## src/rtl/acc_datapath_pkg.sv

```systemverilog
// acc_datapath_pkg: shared width and control-line encodings for the accumulator datapath.
package acc_datapath_pkg;
    localparam int   DATA_W   = 4;
    localparam logic SEL_ABUS = 1'b1;
    localparam logic SEL_AC   = 1'b0;
    localparam logic ALU_ADD  = 1'b1;
    localparam logic ALU_PASS = 1'b0;
endpackage

```

## src/rtl/acc_datapath_alu.sv

```systemverilog
// acc_datapath_alu: combinational add/pass unit; carry-out is dropped.
module acc_datapath_alu
    import acc_datapath_pkg::*;
#(
    parameter int WIDTH = DATA_W
) (
    input  logic [WIDTH-1:0] a,
    input  logic [WIDTH-1:0] b,
    input  logic             add,
    output logic [WIDTH-1:0] y
);
    always_comb y = (add == ALU_ADD) ? a + b : b;
endmodule

```

## src/rtl/acc_datapath.sv

```systemverilog
// acc_datapath: accumulator register with B-bus mux and add/pass ALU.
module acc_datapath
    import acc_datapath_pkg::*;
#(
    parameter int WIDTH = DATA_W
) (
    input  logic             clock,
    input  logic             reset,
    input  logic [WIDTH-1:0] ABus,
    input  logic             SelB,
    input  logic             LoadAC,
    input  logic             AddAlu,
    output logic [WIDTH-1:0] OutBus
);
    logic [WIDTH-1:0] r_ac;
    logic [WIDTH-1:0] w_bbus;
    logic [WIDTH-1:0] w_ac_w;

    always_comb w_bbus = (SelB == SEL_ABUS) ? ABus : r_ac;

    acc_datapath_alu #(.WIDTH(WIDTH)) u_alu (
        .a   (r_ac),
        .b   (w_bbus),
        .add (AddAlu),
        .y   (w_ac_w)
    );

    // Reset outranks the load enable so a mid-sequence clear always wins.
    always_ff @(posedge clock) begin
        if (reset)
            r_ac <= '0;
        else if (LoadAC)
            r_ac <= w_ac_w;
    end

    assign OutBus = r_ac;
endmodule

```

## config.mk

```make
export PLATFORM = sky130hd
export DESIGN_NAME = acc_datapath
export DESIGN_NICKNAME = d
export VERILOG_FILES = /design/src/rtl/acc_datapath_pkg.sv /design/src/rtl/acc_datapath_alu.sv /design/src/rtl/acc_datapath.sv
export SDC_FILE = /design/constraint.sdc
export NUM_CORES = 1
export LEC_CHECK = 0
export BUFFER_PORTS_ARGS = -buffer_cell sky130_fd_sc_hd__buf_4
export CORE_MARGIN = 2
export CORE_UTILIZATION = 28
export CTS_CLUSTER_DIAMETER = 50
export DETAILED_ROUTE_END_ITERATION = 8
export GPL_TIMING_DRIVEN = 0
export MAX_ROUTING_LAYER = met4
export PLACE_DENSITY = 0.62
export SLEW_MARGIN = 20
export SYNTH_ARGS = -nofsm -noshare
export SYNTH_HDL_FRONTEND = slang
export SYNTH_SLANG_ARGS = --single-unit
```

## constraint.sdc

```tcl
create_clock -name clock -period 3.7 [get_ports clock]
set_clock_uncertainty 0.2 [all_clocks]
set_input_delay 0.74 -clock clock [delete_from_list [all_inputs] [get_ports clock]]
set_output_delay 0.74 -clock clock [all_outputs]
set_load 0.01 [all_outputs]
```

==> results by stage <==
Power:
- The part of the total power dissipated in sequential elements is 34.5%.
- Of the total power, the share spent switching nets is 28.7%.
- VDD sags by at most 74.8 uV.
- Combinational logic is responsible for 31.9% of the overall power.
- The leakage dissipation is 0.211 nW.
- The clock network accounts for 33.6% of the total power.
- The total chip power is 0.154 mW.
- Cell internal power was estimated by the tool at 0.110 mW.
- Power spread over the standard cell area amounts to 315 nW/um^2.
- The reported net switching power is 0.0442 mW.

Yosys:
- The synthesized netlist cell count is 44.
- The cell area that synthesis handed to floorplanning was 379 sq um.
- By area the synthesized netlist is led by sky130_fd_sc_hd__dfxtp_1, sky130_fd_sc_hd__ha_1, sky130_fd_sc_hd__mux2_2, sky130_fd_sc_hd__fa_1, sky130_fd_sc_hd__nand2b_1.
- The sequential fraction of the synthesis area is 21.1%.
- The number of distinct library cell variants in the gate-level netlist after synthesis is 24.
- Summed over its instances, the top area cell type makes up 21.1% of the synthesized netlist area.
- The synthesized design contains 4 register bits.
- The average footprint of a synthesized cell is 8.62 sq um.
- The number of nets in the synthesized netlist is 57.
- Of all cell types, the one taking the most synthesized area is sky130_fd_sc_hd__dfxtp_1.
- The number of warnings issued by yosys is 0.

Clock tree:
- The maximum level of the CTS H-tree is 1.
- The number of buffers on the longest clock path is 2.
- After clock tree synthesis, the flow added hold-fix buffers numbering 0.
- Counting every sink on the clock net gives 4.
- The post-CTS setup buffer count is 0.
- The number of clock buffers inserted by TritonCTS is 3.
- TritonCTS built the clock tree.
- Clock-pin slew was measured on the worst setup and hold paths at 0.04 ns.
- CTS placed an instance of sky130_fd_sc_hd__clkbuf_4 at the clock tree root.
- In this run, post-CTS repair resized a total of 0 instances.
- The latest clock arrival within the worst-skew pair is 0.23 ns.

Finish:
- In the final design database the tool counted 71 nets.
- From synthesis to final layout, the design area changed by 28.7%.
- The fraction of layout instances using a drive strength above 1 is 26.8%.
- The flip-flop count of the largest register, all copies and words added is 4.
- The filler cells instantiated in the layout total 138.
- Leaving out fill and tap cells, the most frequent cell in the layout is sky130_fd_sc_hd__buf_4.
- The final antenna diode count is 0.
- Leaving out fill and tap cells, the most frequent cells in the layout are sky130_fd_sc_hd__buf_4, sky130_fd_sc_hd__dfxtp_1, sky130_fd_sc_hd__nand2_1.

STA:
- The final hold violation count is 0.
- In the final timing run, aggregate negative setup slack is 0 ns.
- The post-route worst hold slack is 0.297 ns.
- The post-layout worst setup margin is 1.25 ns.
- The count of pins over their slew limit was 0.
- Based on the critical path, the design can be clocked at up to 0.408 GHz.
- The worst-case headroom to the max-slew limit is 76.5%.
- Setup repair after global routing left no endpoint under its margin.
- Setup violations remaining at the end of the flow were counted as 0.
- Dividing the final minimum period by the clock period gives 66.2%.
- For the finished layout, the period the worst path requires is 2.45 ns.
- The slew of the pin with the lowest slew margin is 0.343 ns.

Routing:
- The length of the first detailed-routing pass in iterations is 2.
- The detailed-route DRC error count is 0.
- After detailed routing, the number of vias per cell comes to 4.86.
- The number of DRC markers in iteration 0 is 3.
- The routed design has 734 um of wire.
- The number of antenna-violating nets in the routed design is 0.
- In the final routed layout, each cell accounts on average for 10.3 um.
- The number of vias in the routed layout is 345.

Floorplan:
- The overall die height is 40.8 um.
- The I/O pin total is 13.
- The core region is 1280 sq um.
- The floorplan has 13 rows.
- The die outline area is 1660 sq um.
- For this configuration, the core starts out at a cell density of 29.5%.
- The floorplan die width is 40.8 um.

Placement:
- The last weighted congestion value of the routability-driven placer is 0.711.
- The number of port buffers is 9.
- At the placement stage, the worst setup path has a slack of 0.985 ns.
- Once detailed placement completed, the half-perimeter wirelength came to 582 um.

Critical path:
- The endpoint of the worst register-to-register path is OutBus[3].
- The reg-to-reg critical path startpoint is OutBus[1].
- The top fanout value on the critical path is 5.
- The worst setup path is captured at a register.
- The critical path ends at OutBus[3].
- The slack of the worst reg-to-reg path is 1.42 ns.
- Tracing the worst setup path back leads to its startpoint at SelB.
- By startpoint and endpoint, the worst setup path is classified as in2reg.
- Measured in cells, the most critical reg-to-reg path has a length of 7.
- STA puts the critical path data arrival time at 2.35 ns.
- The type of origin of the critical path is an input pin.
- For the worst setup path, the data required time is 3.60 ns.

GRT:
- The first global-routing pass estimated 1.11 mm of wire.
- The number of global-route vias before repair is 264.
- The overall fraction of global-route tracks in use is 10.3%.
- The maximum number of pins on one net before global-route repair is 11.
- The sum of overflow across all layers after global routing is 0.
- The initial antenna violation count is 0.

Outcome:
- The run finished with clean final reports.

Worst hold path:
- The type of the tightest min-delay check is reg2reg.

Job:
- The max-cap violation count is 0.
==> worst max-delay path, stage by stage <==
cell and delay, ns:
sky130_fd_sc_hd__buf_4 0.13, sky130_fd_sc_hd__o21ai_0 0.29, sky130_fd_sc_hd__ha_1 0.30, sky130_fd_sc_hd__a21o_1 0.18, sky130_fd_sc_hd__a21oi_4 0.15, sky130_fd_sc_hd__a21oi_1 0.05, sky130_fd_sc_hd__or4b_1 0.50
==> metrics by stage <==
stage | util (%) | area, sq um | cells
after CTS | 38.0 | 488 | 71
after global placement | 36.2 | 465 | 68
after floorplan | - | 379 | 44
after detailed placement | 36.2 | 465 | 68
final | 38.0 | 488 | 71
after global routing | 38.0 | 488 | 71
==> routing by layer <==
metal	vias to the layer above	global-route usage (%)	part of all wire (%)
li1	184	-	-
met1	154	14.9	47
met2	7	14.5	49
met3	0	1.63	4.1
met4	0	2.50	0
met5	-	-	0
==> how the worst min path moves through the flow <==
| stage | from | endpoint | depth (start not counted) |
|---|---|---|---|
| floorplan | OutBus[0] | OutBus[0] | 2 |
| global placement | OutBus[0] | OutBus[0] | 2 |
| detailed placement | OutBus[0] | OutBus[0] | 2 |
| CTS | OutBus[0] | OutBus[0] | 2 |
| global route | OutBus[1] | OutBus[1] | 2 |
| finish | OutBus[0] | OutBus[0] | 2 |
==> cell type report <==
| class | count | area (sq um) | share of cell area [%] |
|---|---|---|---|
| clock buffer | 3 | 22.5 | 4.62 |
| tap | 15 | 18.8 | 3.85 |
| timing repair buffer | 9 | 67.6 | 13.8 |
| buffer | 3 | 11.3 | 2.31 |
| multi-input combinational | 34 | 277 | 56.7 |
| inverter | 3 | 11.3 | 2.31 |
| sequential | 4 | 80.1 | 16.4 |
==> Yosys cell counts <==
library cell,n
sky130_fd_sc_hd__ha_1,3
sky130_fd_sc_hd__fa_1,1
sky130_fd_sc_hd__nor3b_1,1
sky130_fd_sc_hd__dfxtp_1,4
sky130_fd_sc_hd__mux2_2,2
sky130_fd_sc_hd__mux2i_1,1
sky130_fd_sc_hd__buf_1,1
sky130_fd_sc_hd__a21oi_4,1
sky130_fd_sc_hd__a21oi_1,3
sky130_fd_sc_hd__inv_1,3
sky130_fd_sc_hd__o21ai_0,3
sky130_fd_sc_hd__nor2_1,1
sky130_fd_sc_hd__or4b_1,1
sky130_fd_sc_hd__o211ai_1,2
sky130_fd_sc_hd__or3b_1,1
sky130_fd_sc_hd__and4b_1,1
sky130_fd_sc_hd__nor4bb_1,1
sky130_fd_sc_hd__xor2_1,1
sky130_fd_sc_hd__clkbuf_1,2
sky130_fd_sc_hd__nand2_1,4
sky130_fd_sc_hd__a21o_1,1
sky130_fd_sc_hd__a211oi_1,1
sky130_fd_sc_hd__nand2b_1,3
sky130_fd_sc_hd__nor4b_1,2
==> power by group through the flow <==
stage / Combinational (mW) / Clock (mW) / Sequential [mW]
2_1_floorplan: 0.0313 / 0 / 0.0549
3_3_place_gp: 0.0490 / 0 / 0.0538
3_5_place_dp: 0.0498 / 0 / 0.0540
4_1_cts: 0.0498 / 0.0540 / 0.0533
5_1_grt: 0.0552 / 0.0579 / 0.0542
6_report: 0.0491 / 0.0517 / 0.0531
==> cell families (layout without fill, tap and decap cells) <==
| logic type | after synthesis | in the layout | synth area share, % |
|---|---|---|---|
| compound gates | 11 | 11 | 20.1 |
| mux | 3 | 3 | 8.58 |
| simple gates | 15 | 15 | 26.7 |
| fa+ha+maj | 4 | 4 | 15.2 |
| xor+xnor | 1 | 1 | 2.31 |
| flops | 4 | 4 | 21.1 |
| buf+inv | 6 | 18 | 5.94 |
Note: power is estimated with default switching activity, not from simulation.
